`src/rtl/tm_qm_assoc_rd_arb.sv`:
```
// Round-robin arbiter for the queue-association memory read port.
// Outstanding reads are tagged in an in-order FIFO so each ack returns to its issuer.
module tm_qm_assoc_rd_arb #(
    parameter int NUM_REQ    = 4,
    parameter int QID_NBITS  = 8,
    parameter int DATA_NBITS = 16,
    parameter int MAX_OUTST  = 4
) (
    input  logic                           clk,
    input  logic                           rst,
    input  logic [NUM_REQ-1:0]             req_rd,
    input  logic [NUM_REQ*QID_NBITS-1:0]   req_qid,
    output logic [NUM_REQ-1:0]             req_gnt,
    output logic [NUM_REQ-1:0]             rsp_ack,
    output logic [DATA_NBITS-1:0]          rsp_rdata,
    output logic                           queue_association_rd,
    output logic [QID_NBITS-1:0]           queue_association_raddr,
    input  logic                           queue_association_ack,
    input  logic [DATA_NBITS-1:0]          queue_association_rdata,
    output logic [$clog2(MAX_OUTST):0]     outst_cnt,
    output logic                           err_orphan_ack
);

    localparam int IDX_W = $clog2(NUM_REQ);
    localparam int AW    = $clog2(MAX_OUTST);
    localparam int CNT_W = AW + 1;

    logic [QID_NBITS-1:0]  qid_arr [NUM_REQ];
    logic [IDX_W-1:0]      tag_mem [MAX_OUTST];

    logic [IDX_W-1:0]      rr_ptr_q, rr_ptr_d;
    logic [AW-1:0]         wr_ptr_q, wr_ptr_d;
    logic [AW-1:0]         rd_ptr_q, rd_ptr_d;
    logic [CNT_W-1:0]      outst_cnt_q, outst_cnt_d;
    logic                  rd_q, rd_d;
    logic [QID_NBITS-1:0]  raddr_q, raddr_d;
    logic [NUM_REQ-1:0]    rsp_ack_q, rsp_ack_d;
    logic [DATA_NBITS-1:0] rsp_rdata_q, rsp_rdata_d;
    logic                  err_q, err_d;

    logic                  gnt_valid;
    logic [IDX_W-1:0]      winner;
    logic [IDX_W-1:0]      cand;
    logic                  push;
    logic                  pop;
    logic [IDX_W-1:0]      head;

    for (genvar gi = 0; gi < NUM_REQ; gi++) begin : g_qid
        assign qid_arr[gi] = req_qid[gi*QID_NBITS +: QID_NBITS];
    end

    // Search starts one past the last winner; credits come from the registered count.
    always_comb begin
        gnt_valid = 1'b0;
        winner    = '0;
        cand      = '0;
        req_gnt   = '0;
        if (!rst && (outst_cnt_q < CNT_W'(MAX_OUTST))) begin
            for (int k = 1; k <= NUM_REQ; k++) begin
                cand = IDX_W'((int'(rr_ptr_q) + k) % NUM_REQ);
                if (!gnt_valid && req_rd[cand]) begin
                    gnt_valid = 1'b1;
                    winner    = cand;
                end
            end
        end
        if (gnt_valid) begin
            req_gnt[winner] = 1'b1;
        end
    end

    assign push = gnt_valid;
    assign pop  = queue_association_ack && (outst_cnt_q != '0);
    assign head = tag_mem[rd_ptr_q];

    always_ff @(posedge clk) begin
        if (push) begin
            tag_mem[wr_ptr_q] <= winner;
        end
    end

    always_comb begin
        outst_cnt_d = outst_cnt_q;
        case ({push, pop})
            2'b10:   outst_cnt_d = outst_cnt_q + CNT_W'(1);
            2'b01:   outst_cnt_d = outst_cnt_q - CNT_W'(1);
            default: outst_cnt_d = outst_cnt_q;
        endcase
        wr_ptr_d    = wr_ptr_q + AW'(push);
        rd_ptr_d    = rd_ptr_q + AW'(pop);
        rr_ptr_d    = push ? winner : rr_ptr_q;
        rd_d        = push;
        raddr_d     = push ? qid_arr[winner] : raddr_q;
        rsp_ack_d   = '0;
        if (pop) begin
            rsp_ack_d[head] = 1'b1;
        end
        rsp_rdata_d = pop ? queue_association_rdata : rsp_rdata_q;
        err_d       = err_q | (queue_association_ack && (outst_cnt_q == '0));
    end

    always_ff @(posedge clk or posedge rst) begin
        if (rst) begin
            rr_ptr_q    <= IDX_W'(NUM_REQ - 1);
            wr_ptr_q    <= '0;
            rd_ptr_q    <= '0;
            outst_cnt_q <= '0;
            rd_q        <= 1'b0;
            raddr_q     <= '0;
            rsp_ack_q   <= '0;
            rsp_rdata_q <= '0;
            err_q       <= 1'b0;
        end else begin
            rr_ptr_q    <= rr_ptr_d;
            wr_ptr_q    <= wr_ptr_d;
            rd_ptr_q    <= rd_ptr_d;
            outst_cnt_q <= outst_cnt_d;
            rd_q        <= rd_d;
            raddr_q     <= raddr_d;
            rsp_ack_q   <= rsp_ack_d;
            rsp_rdata_q <= rsp_rdata_d;
            err_q       <= err_d;
        end
    end

    assign queue_association_rd    = rd_q;
    assign queue_association_raddr = raddr_q;
    assign rsp_ack                 = rsp_ack_q;
    assign rsp_rdata               = rsp_rdata_q;
    assign outst_cnt               = outst_cnt_q;
    assign err_orphan_ack          = err_q;

endmodule

```
`config.mk`:
```
export PLATFORM = sky130hd
export DESIGN_NAME = tm_qm_assoc_rd_arb
export DESIGN_NICKNAME = d
export VERILOG_FILES = /design/src/rtl/tm_qm_assoc_rd_arb.sv
export SDC_FILE = /design/constraint.sdc
export NUM_CORES = 1
export LEC_CHECK = 0
export BUFFER_PORTS_ARGS = -buffer_cell sky130_fd_sc_hd__buf_2
export CAP_MARGIN = 20
export CORE_MARGIN = 2
export CORE_UTILIZATION = 25
export DETAILED_ROUTE_END_ITERATION = 10
export PLACE_DENSITY = 0.44
export SLEW_MARGIN = 20
export SYNTH_ARGS = -nofsm -noshare
export SYNTH_HDL_FRONTEND = slang
export SYNTH_SLANG_ARGS = --single-unit
```
`constraint.sdc`:
```
create_clock -name clk -period 6.7 [get_ports clk]
set_clock_uncertainty 0.2 [all_clocks]
set_input_delay 0.67 -clock clk [delete_from_list [all_inputs] [get_ports clk]]
set_output_delay 0.67 -clock clk [all_outputs]
set_load 0.01 [all_outputs]
```
-- Yosys cells after proc, flatten, opt, wreduce, memory -nomap -nowiden
Memories as Yosys holds them, arrays and structs flattened.
Index checks and enable logic that the tools add are counted.
- add/subtract/negate cells: 8
- $lt $le $gt $ge: 10
- equal/unequal tests: 2
- mux-type cells: 33
- bitwise logic cells: 2
- reductions and logical operators: 15
- operators with widths (kind ; number):
    2-bit by 3-bit less-than comparator with 1-bit output, second input constant ; 6
    8-bit binary-select mux with 2-bit select ; 1
    1-bit 2-to-1 mux ; 16
    8-bit 2-to-1 mux ; 2
    2-bit 2-to-1 mux ; 5
    1-bit binary-select mux with 2-bit select ; 4
    1-bit logical AND ; 8
    4-bit 2-to-1 mux ; 2
    3-bit case mux with 2 select lines ; 1
    2-bit by 1-bit adder with 2-bit output ; 2
    2-bit by 1-bit adder with 2-bit output, second input constant ; 2
    2-bit adder, second input constant ; 2
    1-bit demux with 2-bit select ; 2
    2-bit by 1-bit greater-or-equal comparator with 1-bit output, second input constant ; 2
    1-bit zero test ; 4
    3-bit by 1-bit adder with 3-bit output, second input constant ; 1
    3-bit greater-or-equal comparator, second input constant ; 1
    3-bit zero test ; 1
    3-bit less-than comparator, second input constant ; 1
    2-bit NOT with 3-bit output ; 1
    3-bit nonzero test ; 1
    3-bit by 1-bit subtractor with 3-bit output, second input constant ; 1
    2-bit by 1-bit == test with 1-bit output, second input constant ; 1
    2-bit == test, second input constant ; 1
    other kinds (2) ; 2
- register bits: 39
- RAM bits: 8
- memories: 1
- memory list (memory ; words ; width ; rd ports ; clocked after Yosys merged registers in ; wr ports ; RTL line ; source):
    tag_mem ; 4 ; 2 ; 1 ; 0 ; 1 ; 29 ; logic [IDX_W-1:0] tag_mem [MAX_OUTST];

-- Depth between registers and ports, before layout
- word-level depth: 22
- gate-level depth with buffers: 10

-- Least setup slack after synthesis
OpenSTA, ideal clock, no wires.
- path kind: input to output
- start point: input req_rd[1]
- end point: output req_gnt[2]
- arrival: 1.770 ns
- slack: 4.060 ns
- cell stages on the path: 5
- cell sequence: or2_1 a311oi_1 nand2_1 buf_2 nor2_1
- cells in the longest elaborated chain, start to end: 21
- ends and longest elaborated chain (what ; RTL line ; source):
    from (decl) ; 11 ; input logic [NUM_REQ-1:0] req_rd,
    1-bit binary-select mux with 2-bit select ; 61 ; if (!gnt_valid && req_rd[cand]) begin
    1-bit 2-to-1 mux (not written as such) ; 61 ;
    1-bit 2-to-1 mux ; 61 ;
    1-bit 2-to-1 mux ; 58 ; if (!rst && (outst_cnt_q < CNT_W'(MAX_OUTST))) begin
    1-bit zero test ; 61 ;
    1-bit logical AND ; 61 ;
    1-bit 2-to-1 mux ; 61 ;
    1-bit 2-to-1 mux ; 58 ;
    [5 not listed] ; - ;
    1-bit logical AND ; 61 ;
    2-bit 2-to-1 mux ; 61 ;
    2-bit 2-to-1 mux ; 58 ;
    2-bit by 3-bit less-than comparator with 1-bit output (not written as such) / 2-bit by 1-bit greater-or-equal comparator with 1-bit output (equally long branches) ; 68 ; req_gnt[winner] = 1'b1;
    1-bit logical AND (not written as such) ; 68 ;
    1-bit 2-to-1 mux (not written as such) ; 68 ;
    1-bit demux with 2-bit select ; 68 ;
    4-bit 2-to-1 mux (*) ; 67 ; if (gnt_valid) begin
    to (decl) ; 13 ; output logic [NUM_REQ-1:0] req_gnt,
Every way passes the cells marked *; elsewhere a longest branch is shown, timed or not. The select of a mux whose other input is x is not followed.

-- Worst setup path in the final report
- start point: input req_rd[3]
- end point: output req_gnt[0]
- RTL lines (what ; RTL line ; source):
    1-bit binary-select mux with 2-bit select ; 61 ;
    1-bit 2-to-1 mux (not written as such) ; 61 ;
    1-bit 2-to-1 mux ; 61 ;
    1-bit 2-to-1 mux ; 58 ;
    1-bit zero test ; 61 ;
    1-bit logical AND ; 61 ;
    1-bit 2-to-1 mux ; 61 ;
    1-bit 2-to-1 mux ; 58 ;
    [2 not listed] ; - ;
    1-bit 2-to-1 mux ; 61 ;
    1-bit 2-to-1 mux ; 58 ;
    1-bit zero test ; 61 ;
    1-bit logical AND ; 61 ;
    1-bit 2-to-1 mux (*) ; 61 ;
    1-bit 2-to-1 mux (*) ; 58 ;
    net gnt_valid ; 41 ; logic gnt_valid;
    4-bit 2-to-1 mux (*) ; 67 ;
Mark *: on every way through the listed nets, which the timed path passes. The rest lies on a longest branch. The select of a mux whose other input is x is not followed.

==> results by group <==
Critical path
  • CP peak stage delay: 0.44 ns
  • CP Data Arrival Time: 2.44 ns
  • Family with the most delay on the worst path: buffers and inverters
  • Critical Path Sink Type: primary output
  • Buffers and inverters on the worst path: 3
  • Reg2reg path depth: 9
  • Crit path to: req_gnt[0]
  • R2r endpoint: outst_cnt[2]$_DFFE_PP0P_
  • Reg2Reg Setup Slack: 3.41 ns
  • Worst path depth: 7
  • CP Data Required Time: 5.83 ns
  • Critical Path Start Type: input pin
  • CP startpoint: req_rd[3]
  • Critical path cell sequence: buf_2 > nor2_1 > a21o_1 > clkinv_1 > nand2_1 > nor2_1 > buf_2
  • Crit-path slowest cell: a21o_1
  • CP max FO: 13
  • Critical R2R Launch: outst_cnt[2]$_DFFE_PP0P_
  • CP Class: in -> out

Timing
  • RSZ-0062 raised after global routing: no
  • Post-layout min period: 3.31 ns
  • Final period util: 49.4%
  • Setup_tns: 0 ns
  • Setup-failing EPs final: 0
  • Slew Limit Headroom: 42.3%
  • Fin. Hold Viols: 0
  • Hold Slack: 0.267 ns
  • Final Max Tran Viols: 0
  • Tightest Pin Transition: 0.859 ns
  • Fmax: 302 MHz

Drt
  • Routed len/inst: 13.0 um
  • Post-route DRC: 0
  • WL final: 5280 um
  • Drt pass-1 iters: 4
  • Drt initial violations: 34
  • Avg Vias per Cell: 4.42
  • Post-route ant nets: 0
  • DR vias: 1794

CTS
  • Clk slew on worst S/H paths: 0.08 ns
  • Setup bufs post-CTS: 0
  • Clk sinks: 47
  • Deepest clock path buffer count: 2
  • TritonCTS Buffers: 5
  • Hold-fix buffers at CTS: 0
  • CTS tree: yes
  • Clock root cell: clkbuf_8
  • CTS resizes: 0
  • Clock latency at the later pin of the worst-skew pair: 0.30 ns
  • H-Tree Depth: 2

Synth
  • Syn_nets: 265
  • Synth Area per Inst: 10.6 um^2
  • FF+latch count, synth: 47
  • Sequential fraction of the synthesis area: 55.7%
  • Distinct cells, synth: 41
  • Syn Inst Count: 206
  • Post-synthesis cell area: 2190 um^2
  • Synth warn: 0

Power and ir drop
  • PD cells: 395 nW/um^2
  • Maximum VDD drop: 0.110 mV
  • Pleak: 1.45 nW

Die
  • Die Span X: 97.5 um
  • Core area: 8590 um^2
  • Starting Density: 25.5%
  • Die Area: 9510 um^2
  • Die Y: 97.5 um
  • Row count: 34
  • Total I/O pin count: 92

GRT
  • Initial antenna violation count: 0
  • Pin count of the biggest net entering global routing: 40
  • First-pass GRT wire length: 8920 um
  • Total global routing overflow: 0
  • Vias in the first global route: 1903
  • Total track usage: 11.4%

Job
  • Max-cap violation count: 0

Place
  • Port bufs: 91
  • Routability cong.: 0.799
  • DPL Wire Length: 3950 um

Finish
  • Final net count: 356
  • Final Core Density: 33.1%
  • Layout cells sized above 1: 36.6%
  • Synthesis-to-layout area growth: 30.0%
  • Fillers: 932
  • Diodes inserted: 0

Worst hold path
  • Min-Delay Path Class: reg -> reg

Outcome
  • Status: completed
==> per-layer routing <==
metal  vias up  global-route usage (%)  share of wire [%]
met3         9                    5.25                 12
met5         -                       0                  0
met2        91                    17.6                 41
met4         0                    2.56                1.1
met1       800                    14.8                 46
li1        894                       -                  -
==> per-stage QoR <==
step | power, mW | area (um^2) | setup WS, ns | instances
5_1_grt | 1.22 | 2840 | 3.03 | 406
3_3_place_gp | 0.934 | 2740 | 3.30 | 398
6_report | 1.12 | 2840 | 3.39 | 406
3_5_place_dp | 0.935 | 2740 | 3.31 | 398
2_1_floorplan | 0.778 | 2190 | 4.06 | 206
4_1_cts | 1.14 | 2840 | 3.34 | 406
==> cells in the final DEF, fill, tap and decap left out, types with 2 or more instances in the layout <==
cell,n
a31oi_1,2
ha_1,3
nand3_1,3
xor2_1,4
nor2_1,15
buf_2,91
clkinv_1,3
nand2_1,58
o22ai_1,3
o221ai_1,4
o311a_1,3
edfxtp_1,8
a2111oi_0,3
mux4_2,2
dfrtp_1,37
inv_1,5
o21ai_0,3
nor3_1,6
dfstp_2,2
mux2i_1,9
nand2b_1,2
a211oi_1,3
clkbuf_8,5
a21o_1,3
nor3b_1,3
and3_1,2
==> cells in the mapped netlist, drive strengths merged <==
cell type  instances  share of area (%)
nor3b              3                1.0
dfrtp             37                 42
a2111oi            3                1.2
o22ai              3               0.86
o221ai             4                1.6
fa                 1               0.92
xnor2              1               0.40
nand2b             3                1.2
or3                1               0.29
o311a              3                1.4
a311o              1               0.46
nor2              15                2.6
or2                2               0.57
a21boi             1               0.51
or2b               2               0.74
a21o               3                1.0
edfxtp             8                 11
xor2               4                1.6
mux4               2                2.1
nand2             58                 10
o21ai              3               0.69
a311oi             1               0.40
a211oi             3                1.0
nand3              3               0.69
clkinv             2               0.34
nor3               6                1.4
mux2               1               0.51
a21oi              1               0.74
clkbuf             4               0.69
ha                 3                1.7
buf                4                1.6
a31oi              2               0.57
mux2i              9                4.1
and3               2               0.57
dfstp              2                2.4
inv                5               0.86
==> worst register-to-register path, cell delays in order (launching register included) <==
cell      delay, ns
dfrtp_1        0.43
nor3_1         0.23
nand2b_1       0.61
clkinv_1       0.68
ha_1           0.43
inv_1          0.08
fa_1           0.17
xor2_1         0.15
nor2_1         0.06
xor2_1         0.13
==> state kept, by name, indices dropped and copies added, names as in the netlist <==
signal                   cells
wr_ptr_q                     2
queue_association_rd         1
rsp_rdata                   16
rsp_ack                      4
tag_mem                      8
outst_cnt                    3
rr_ptr_q                     2
queue_association_raddr      8
err_orphan_ack               1
rd_ptr_q                     2
==> kinds of logic (layout without fill, tap and decap cells) <==
logic type	after synthesis	count (layout)	synth area share, %
buffers and inverters	15	107	3.49
flip-flops	47	47	55.7
AO/OA/AOI/OAI	28	28	10.5
multiplexers	12	12	6.69
adder cells (fa/ha/maj)	4	4	2.63
AND/OR/NAND/NOR	95	95	19.0
XOR/XNOR	5	5	2.00
==> worst min path at each step <==
stage	start	endpoint	slack (ns)	depth (start not counted)
after global placement	err_orphan_ack$_DFF_PP0_	err_orphan_ack$_DFF_PP0_	0.24	1
after global routing	err_orphan_ack$_DFF_PP0_	err_orphan_ack$_DFF_PP0_	0.28	1
after detailed placement	err_orphan_ack$_DFF_PP0_	err_orphan_ack$_DFF_PP0_	0.25	1
final	err_orphan_ack$_DFF_PP0_	err_orphan_ack$_DFF_PP0_	0.27	1
after CTS	err_orphan_ack$_DFF_PP0_	err_orphan_ack$_DFF_PP0_	0.27	1
after floorplan	rd_ptr_q[1]$_DFF_PP0_	rd_ptr_q[1]$_DFF_PP0_	0.28	1
==> final cells by class <==
class | count | area, um^2 | share of cell area, %
flip-flops and latches | 47 | 1220 | 42.9
multi-input cells | 144 | 892 | 31.4
repair buffers | 92 | 463 | 16.3
well taps | 108 | 135 | 4.75
clock buffers | 5 | 68.8 | 2.42
clock inverters | 3 | 38.8 | 1.36
inverters | 7 | 26.3 | 0.924
==> power breakdown <==
| group | internal, mW | switching (mW) | leakage [nW] | total (mW) |
|---|---|---|---|---|
| Sequential | 0.403 | 0.0704 | 0.544 | 0.473 |
| Combinational | 0.194 | 0.255 | 0.850 | 0.449 |
| Clock | 0.109 | 0.0919 | 0.0556 | 0.201 |
| Total | 0.706 | 0.417 | 1.45 | 1.12 |
(Power assumes the default switching activity.)
